[src/rtl/msp_pkg.sv]
// Shared encodings for the operand fetch sequencer and its mode decoder:
// calculator mode codes, address-source selects, instruction format and addressing fields.
package msp_pkg;

  typedef enum logic [2:0] {
    MC_NONE         = 3'd0,
    MC_SRC_INC      = 3'd1,
    MC_SRC_IDX      = 3'd2,
    MC_DST_IDX      = 3'd3,
    MC_DST_IDX_LATE = 3'd4
  } mc_t;

  typedef enum logic [2:0] {
    MAB_PC   = 3'd0,
    MAB_RS   = 3'd1,
    MAB_CALC = 3'd2,
    MAB_RD   = 3'd3,
    MAB_MDB  = 3'd4
  } mab_t;

  localparam logic [1:0] FMT_I   = 2'd0;
  localparam logic [1:0] FMT_II  = 2'd1;
  localparam logic [1:0] FMT_JMP = 2'd2;
  localparam logic [1:0] FMT_RSV = 2'd3;

  localparam logic [1:0] AS_REG  = 2'd0;
  localparam logic [1:0] AS_IDX  = 2'd1;
  localparam logic [1:0] AS_IND  = 2'd2;
  localparam logic [1:0] AS_AUTO = 2'd3;

  localparam logic AD_REG = 1'b0;
  localparam logic AD_IDX = 1'b1;

  localparam logic [3:0] REG_PC = 4'd0;
  localparam logic [3:0] REG_SR = 4'd2;
  localparam logic [3:0] REG_CG = 4'd3;

endpackage

[src/rtl/operand_mode_dec.sv]
// Classifies a decoded instruction's addressing fields into the operand
// accesses the sequencer has to perform.
module operand_mode_dec
  import msp_pkg::*;
(
  input  logic [1:0] fmt,
  input  logic [1:0] as_mode,
  input  logic       ad_mode,
  input  logic [3:0] sreg,
  input  logic [3:0] dreg,
  output logic       need_sext,
  output logic       need_scalc,
  output logic       src_abs,
  output logic       src_imm,
  output logic       src_cg,
  output logic       need_dext,
  output logic       dst_abs,
  output logic       need_write
);

  logic two_op;
  logic one_op;
  logic has_src;

  always_comb begin
    two_op     = (fmt == FMT_I);
    one_op     = (fmt == FMT_II);
    // constant generator: R3 in any mode, R2 in the two indirect modes
    src_cg     = (sreg == REG_CG) || ((sreg == REG_SR) && as_mode[1]);
    has_src    = (two_op || one_op) && !src_cg;
    src_imm    = has_src && (as_mode == AS_AUTO) && (sreg == REG_PC);
    src_abs    = has_src && (as_mode == AS_IDX) && (sreg == REG_SR);
    need_sext  = has_src && ((as_mode == AS_IDX) || src_imm);
    need_scalc = has_src && (as_mode == AS_IDX) && !src_abs;
    need_dext  = two_op && (ad_mode == AD_IDX);
    dst_abs    = need_dext && (dreg == REG_SR);
    need_write = need_dext || (one_op && has_src && (as_mode != AS_REG));
  end

endmodule

[src/rtl/operand_fetch_seq.sv]
// Operand fetch sequencer: walks extension fetches, address calculation,
// operand reads, execute handoff and write-back for one decoded instruction.
//
// state  | meaning
// IDLE   | waiting for start
// S_FEXT | source extension word (or immediate) fetch at PC
// S_CALC | source indexed address calculation
// S_READ | source read at CALC_OUT / MDB
// S_IND  | source read at Rs
// S_AUTO | source read at Rs with autoincrement
// D_FEXT | destination extension word fetch at PC
// D_CALC | destination indexed address calculation
// D_READ | destination read at CALC_OUT / MDB
// EXEC   | execute enabled until exec_done
// WRITE  | destination write-back
// DONE   | completion pulse
module operand_fetch_seq
  import msp_pkg::*;
#(
  parameter int unsigned CALC_LAT = 2,
  parameter int unsigned W        = 16
) (
  input  logic       clk,
  input  logic       rst,
  input  logic       start,
  input  logic [1:0] fmt,
  input  logic [1:0] as_mode,
  input  logic       ad_mode,
  input  logic [3:0] sreg,
  input  logic [3:0] dreg,
  input  logic       mem_ready,
  input  logic       exec_done,
  output logic [2:0] mc,
  output logic [2:0] mab_sel,
  output logic       mem_rd,
  output logic       mem_wr,
  output logic       pc_inc,
  output logic       src_inc,
  output logic       exec_en,
  output logic       busy,
  output logic       done
);

  localparam int unsigned CNT_W = (CALC_LAT > 1) ? $clog2(CALC_LAT) : 1;
  localparam int unsigned addr_w_unused = W;

  typedef enum logic [3:0] {
    ST_IDLE, ST_S_FEXT, ST_S_CALC, ST_S_READ, ST_S_IND, ST_S_AUTO,
    ST_D_FEXT, ST_D_CALC, ST_D_READ, ST_EXEC, ST_WRITE, ST_DONE
  } state_t;

  state_t           state, state_nxt, src_entry, dst_entry;
  logic [1:0]       fmt_q, as_q, fmt_d, as_d;
  logic             ad_q, ad_d, idle;
  logic [3:0]       sreg_q, dreg_q, sreg_d, dreg_d;
  logic [CNT_W-1:0] cnt;
  mab_t             wr_sel;
  logic             src_late;
  logic             need_sext, need_scalc, src_abs, src_imm, src_cg;
  logic             need_dext, dst_abs, need_write;

  // in IDLE the live fields steer the first transition; afterwards the latched copy
  always_comb begin
    idle   = (state == ST_IDLE);
    fmt_d  = idle ? fmt     : fmt_q;
    as_d   = idle ? as_mode : as_q;
    ad_d   = idle ? ad_mode : ad_q;
    sreg_d = idle ? sreg    : sreg_q;
    dreg_d = idle ? dreg    : dreg_q;
  end

  operand_mode_dec u_mode_dec (
    .fmt        (fmt_d),
    .as_mode    (as_d),
    .ad_mode    (ad_d),
    .sreg       (sreg_d),
    .dreg       (dreg_d),
    .need_sext  (need_sext),
    .need_scalc (need_scalc),
    .src_abs    (src_abs),
    .src_imm    (src_imm),
    .src_cg     (src_cg),
    .need_dext  (need_dext),
    .dst_abs    (dst_abs),
    .need_write (need_write)
  );

  always_comb begin
    src_late  = need_sext && !src_imm;
    dst_entry = need_dext ? ST_D_FEXT : ST_EXEC;
    src_entry = dst_entry;
    if (fmt_d == FMT_JMP)                     src_entry = ST_EXEC;
    else if (fmt_d == FMT_RSV)                src_entry = ST_DONE;
    else if (need_sext)                       src_entry = ST_S_FEXT;
    else if (!src_cg && (as_d == AS_IND))     src_entry = ST_S_IND;
    else if (!src_cg && (as_d == AS_AUTO))    src_entry = ST_S_AUTO;

    // write-back reuses whichever address the operand was read from
    if (need_dext)             wr_sel = dst_abs ? MAB_MDB : MAB_CALC;
    else if (as_d == AS_IDX)   wr_sel = src_abs ? MAB_MDB : MAB_CALC;
    else if (src_imm)          wr_sel = MAB_PC;
    else                       wr_sel = MAB_RS;

    state_nxt = state;
    case (state)
      ST_IDLE:   if (start) state_nxt = src_entry;
      ST_S_FEXT: if (mem_ready)
                   state_nxt = src_imm ? dst_entry : (need_scalc ? ST_S_CALC : ST_S_READ);
      ST_S_CALC: if (cnt == '0) state_nxt = ST_S_READ;
      ST_D_CALC: if (cnt == '0) state_nxt = ST_D_READ;
      ST_S_READ, ST_S_IND, ST_S_AUTO:
                 if (mem_ready) state_nxt = dst_entry;
      ST_D_FEXT: if (mem_ready) state_nxt = dst_abs ? ST_D_READ : ST_D_CALC;
      ST_D_READ: if (mem_ready) state_nxt = ST_EXEC;
      ST_EXEC:   if (exec_done) state_nxt = need_write ? ST_WRITE : ST_DONE;
      ST_WRITE:  if (mem_ready) state_nxt = ST_DONE;
      ST_DONE:   state_nxt = ST_IDLE;
      default:   state_nxt = ST_IDLE;
    endcase
  end

  always_ff @(posedge clk or posedge rst) begin
    if (rst) begin
      state   <= ST_IDLE;
      fmt_q   <= '0;
      as_q    <= '0;
      ad_q    <= 1'b0;
      sreg_q  <= '0;
      dreg_q  <= '0;
      cnt     <= '0;
      mc      <= MC_NONE;
      mab_sel <= MAB_PC;
      mem_rd  <= 1'b0;
      mem_wr  <= 1'b0;
      exec_en <= 1'b0;
      busy    <= 1'b0;
      done    <= 1'b0;
    end else begin
      state <= state_nxt;
      if (idle && start) begin
        fmt_q  <= fmt;
        as_q   <= as_mode;
        ad_q   <= ad_mode;
        sreg_q <= sreg;
        dreg_q <= dreg;
      end
      if ((state_nxt != state) && ((state_nxt == ST_S_CALC) || (state_nxt == ST_D_CALC)))
        cnt <= CNT_W'(CALC_LAT - 1);
      else if (cnt != '0)
        cnt <= cnt - CNT_W'(1);

      mc      <= MC_NONE;
      mab_sel <= MAB_PC;
      mem_rd  <= 1'b0;
      mem_wr  <= 1'b0;
      exec_en <= 1'b0;
      done    <= 1'b0;
      busy    <= (state_nxt != ST_IDLE);
      case (state_nxt)
        ST_S_FEXT, ST_D_FEXT: mem_rd <= 1'b1;
        ST_S_CALC: mc <= MC_SRC_IDX;
        ST_D_CALC: mc <= src_late ? MC_DST_IDX_LATE : MC_DST_IDX;
        ST_S_READ: begin
          mem_rd  <= 1'b1;
          mab_sel <= src_abs ? MAB_MDB : MAB_CALC;
        end
        ST_S_IND, ST_S_AUTO: begin
          mem_rd  <= 1'b1;
          mab_sel <= MAB_RS;
        end
        ST_D_READ: begin
          mem_rd  <= 1'b1;
          mab_sel <= dst_abs ? MAB_MDB : MAB_CALC;
        end
        ST_EXEC:  exec_en <= 1'b1;
        ST_WRITE: begin
          mem_wr  <= 1'b1;
          mab_sel <= wr_sel;
        end
        ST_DONE:  done <= 1'b1;
        default: ;
      endcase
    end
  end

  assign pc_inc  = mem_ready && mem_rd && ((state == ST_S_FEXT) || (state == ST_D_FEXT));
  assign src_inc = mem_ready && (state == ST_S_AUTO);

endmodule

[config.mk]
export PLATFORM = sky130hd
export DESIGN_NAME = operand_fetch_seq
export DESIGN_NICKNAME = d
export VERILOG_FILES = /design/src/rtl/msp_pkg.sv /design/src/rtl/operand_mode_dec.sv /design/src/rtl/operand_fetch_seq.sv
export SDC_FILE = /design/constraint.sdc
export NUM_CORES = 1
export LEC_CHECK = 0
export ABC_AREA = 1
export CORE_MARGIN = 2
export CORE_UTILIZATION = 45
export CTS_CLUSTER_SIZE = 14
export DETAILED_ROUTE_END_ITERATION = 10
export GPL_TIMING_DRIVEN = 1
export HOLD_SLACK_MARGIN = 0.02
export PLACE_DENSITY = 0.69
export RECOVER_POWER = 100
export SLEW_MARGIN = 5
export SYNTH_ARGS = -nofsm -noshare
export SYNTH_HDL_FRONTEND = slang
export SYNTH_SLANG_ARGS = --single-unit
[constraint.sdc]
create_clock -name clk -period 7.3 [get_ports clk]
set_clock_uncertainty 0.2 [all_clocks]
set_input_delay 1.46 -clock clk [delete_from_list [all_inputs] [get_ports clk]]
set_output_delay 1.46 -clock clk [all_outputs]
set_load 0.01 [all_outputs]
# == Word level (Yosys, flattened, before mapping) ==
# Cells that the tools add are included.
# classes
n_reduce_logical,37
add_sub_neg,1
eq_ne,31
mux,39
# op_table
cell,n
$mux 4,19
$pmux 4 s9,1
$eq 4x3->1 const B,8
$eq 4x2->1 const B,7
$eq 4x4->1 const B,7
$logic_and 1x1->1,20
$mux 3,5
$pmux 3 s4,1
$mux 1,10
$eq 2x2->1 const B,4
$eq 4x1->1 const B,2
$logic_not 4->1,2
$logic_or 1x1->1,6
$pmux 3 s2,1
$reduce_or 6->1,1
$eq 2x1->1 const B,2
$mux 2,2
$ne 4x4->1,1
$reduce_bool 4->1,1
$logic_not 1->1,3
$reduce_or 3->1,1
$logic_not 2->1,1
$reduce_bool 2->1,1
$reduce_or 2->1,1
$sub 1x1->1 const B,1
# word_totals
regBits,29
output_inout_bits,13
word_cells,122
input_bits,18

# == Longest topological paths before layout ==
# depth
depth_word,20
depth_mapped,19
depth_no_buf,18

# == Modules after synthesis ==
# From an unflattened synthesis, not the netlist that was laid out.
# hier_totals
hier_cells,299
hier_area_um2,2023.2
# by_module_without_submodules
module,n_inst,seq_area_each_um2,cells_per_inst,area_each_um2
operand_fetch_seq,1,725.7,269,1860.5
operand_mode_dec,1,0.0,30,162.7

# == Worst setup path before layout ==
# OpenSTA, ideal clock, no wires.
# synth_path
path_type,input-to-output
start,input mem_ready
end,output src_inc
slack_ns,3.623
t_arrival_ns,2.017
path_buffers,1
stages,3
path_cell_list,buf_2 > inv_1 > nor3_1
# synth_via
elab_chain_len,1
# synth_rtl
element,line,text
start: declaration,operand_fetch_seq.sv:31,"input logic mem_ready,"
$logic_and 1x1->1,operand_fetch_seq.sv:187,assign src_inc = mem_ready && (state == ST_S_AUTO);
end: declaration,operand_fetch_seq.sv:38,"output logic src_inc,"
# No other way between the ends.

# == Worst setup path after layout ==
# Ends and elaborated chain as after synthesis.

==> summary.md <==
| Metric | Value |
|---|---|
| Internal power | `511.9 µW` |
| Port Buffers | `30` |
| Vias in the first global route | `1702` |
| Post-synthesis compound-gate area fraction | `11.56%` |
| Largest net degree at the start of global routing | `30` |
| DR iter-0 viols | `157` |
| Net Sw Power | `533.7 µW` |
| Routed wire length | `4177 µm` |
| Pwr/cell area | `444.0 nW/µm²` |
| Vias per std cell | `4.924` |
| Total Power | `1.046 mW` |
| Initial antenna violation count | `0` |
| I/O pins | `31` |
| Ranking of synthesized cells by area | `dfrtp_1 37%, nand2_1 16%, inv_1 8.2%` |
| CP arrival | `3150 ps` |
| Layout cell share with drive strength beyond 1 | `11.11%` |
| Core ar. | `4294 µm²` |
| Die Y | `70.16 µm` |
| Commonest non-fill, non-tap cell in the layout | `nand2_1` |
| Count of cell types in the netlist | `29` |
| Final ANT Viol Nets | `0` |
| Highest-count cells in the layout ignoring fill and taps | `86 x nand2_1, 44 x inv_1, 30 x nor2_1` |
| Routed len/inst | `11.38 µm` |
| Die ar. | `4922 µm²` |
| Root Driver | `clkbuf_8` |
| Outcome | `complete, no violations` |
| Routability cong. | `0.8852` |
| #FFs+latches synth | `29` |
| Worst Hold Launch | `ad_q` |
| Largest area contributor in the netlist | `dfrtp_1` |
| Worst-path fanout max | `9` |
| Fmax | `207.9 MHz` |
| Clock sink count | `29` |
| Max transition margin | `30.30%` |
| Worst slew pin tran | `1044 ps` |
| Clock Path Buffers | `2` |
| Fin cells | `367` |
| Simple-gate share of the synthesized area | `41.23%` |
| MaxCap Viol Count | `0` |
| Post-CTS sizing | `0` |
| Final period util | `65.90%` |
| Mux cell area share after synthesis | `0%` |
| Seq/Total Area, Yosys | `36.85%` |
| Yosys warning total | `0` |
| Crit Path Class | `in -> out` |
| Sw frac | `51.04%` |
| Worst min path class | `reg -> reg` |
| Pre-Repair DR Iteration Count | `4` |
| Placed cells | `359` |
| Row count | `24` |
| Required @ worst endpoint | `5640 ps` |
| Combinational Power Share | `61.4%` |
| Clock Latency Late Sink | `280 ps` |
| Main combinational cell family by area after synthesis | `simple AND/OR/NAND/NOR gates` |
| Syn avg cell area | `7.009 µm²` |
| Die W | `70.16 µm` |
| Synth Cell Area | `1969 µm²` |
| Ant diodes | `0` |
| Adder-cell area share of the yosys netlist | `0%` |
| Synth-to-Final Area Change | `19.57%` |
| Reg-to-Reg Start | `state[1]` |
| Initial Util | `45.86%` |
| RSZ-0062 raised after global routing | `no` |
| DRC violations left | `0` |
| Setup_tns | `0 ps` |
| Cells after Synth | `281` |
| Post-synth net total | `299` |
| Gr usage total | `18.84%` |
| Post-synthesis xor/xnor area fraction | `0%` |
| Leakage | `1.246 nW` |
| Clk slew on worst S/H paths | `60 ps` |
| Pre-CTS WS | `2611 ps` |
| Count of final hold-check violations | `0` |
| CTS Buf Count | `5` |
| Setup violators final | `0` |
| DP HPWL | `3144 µm` |
| First-pass GRT wire length | `7534 µm` |
| Clock share of power | `13.6%` |
| Slew Viols, Final | `0` |
| Post-layout min period | `4811 ps` |
| Crit. End Element | `output port` |
| CTS HTree Levels | `2` |
| Global route overflow | `0` |
| Crit. Startpoint | `mem_ready` |
| Max IR drop VDD | `156.8 µV` |
| CTS hold repair buffers | `0` |
| Sequential power share | `25.0%` |
| Vias | `1807` |
| Critical path launch point type | `input pin` |
| Fin nets | `332` |
| Post-CTS Setup Bufs | `0` |
| Post-synth top area share | `36.85%` |
| CTS tree | `yes` |
| Setup WS post-layout | `2489 ps` |
[per-stage QoR]
step | cell area [µm²] | util (%) | hold slack (ps)
6_report | 2355 | 54.84 | 282.6
5_1_grt | 2355 | 54.84 | 320.7
4_1_cts | 2404 | 55.97 | 284.0
3_5_place_dp | 2307 | 53.73 | 265.9
3_3_place_gp | 2307 | 53.73 | 261.9
2_1_floorplan | 1969 | - | 243.6
[registers in the layout (all words and copies together), names as in the netlist]
name / cells
ad_q: 1
as_q: 2
busy: 1
cnt: 1
done: 1
dreg_q: 4
exec_en: 1
fmt_q: 2
mab_sel: 3
mc: 3
mem_rd: 1
mem_wr: 1
sreg_q: 4
state: 4
[final timing paths]
path	endpoint	slack, ps	cells after the start
min in group asynchronous	mc[0]	1670	2
max	src_inc	2490	4
max reg2reg	mab_sel[2]	4270	12
min reg2reg	ad_q	280	2
max in group asynchronous	fmt_q[0]	4590	2
min	ad_q	280	2
[logic make-up after synthesis]
kind of cell,count (synthesis)
flops,29
compound gates,35
buf+inv,51
simple gates,166
[critical path, cell delays in order]
cell and delay, ps:
dlygate4sd3_1 730, inv_1 140, nor3_1 200, dlygate4sd3_1 620
[Yosys cell counts]
cell      count
buf_8         1
a21oi_2       3
o21ai_2       2
nand2_2      10
o211ai_1      2
buf_2         1
nand4_1       2
inv_2         4
nand3_1      24
o21ai_4       1
o21ai_1       1
nand3b_1      2
nand2_1      83
a31o_2        1
a21oi_1       4
nand2_4       3
a221oi_1      1
o22ai_1       2
o211a_1       1
nor2_2        4
a21boi_1      1
clkbuf_1      2
nor3_1        2
dfrtp_1      29
inv_1        43
nor2_1       27
nor2_4        6
o21ai_0      16
nand3_4       3
[power groups by stage]
| stage | Clock [mW] | Sequential [mW] | Combinational, mW |
|---|---|---|---|
| after CTS | 0.148 | 0.262 | 0.688 |
| after floorplan | 0 | 0.263 | 0.541 |
| after global placement | 0 | 0.264 | 0.678 |
| after detailed placement | 0 | 0.264 | 0.685 |
| after global routing | 0.153 | 0.270 | 0.736 |
| final | 0.142 | 0.261 | 0.642 |
[layout make-up]
class | instances | area (µm²)
Tap cell | 52 | 65.06
Fill cell | 413 | 1939
Clock inverter | 2 | 13.76
Timing Repair Buffer | 30 | 300.3
Inverter | 47 | 176.4
Clock buffer | 6 | 82.58
Multi-Input combinational cell | 201 | 991.0
Sequential cell | 29 | 725.7
[layer usage]
layer | routed length, µm | track usage, % | vias to the layer above
met5 | 0 | 0 | -
met4 | 60 | 6.197 | 0
met3 | 229 | 4.040 | 5
met2 | 1985 | 32.28 | 48
met1 | 1901 | 23.55 | 816
li1 | - | - | 938
Power figures use the tool's default switching activity.
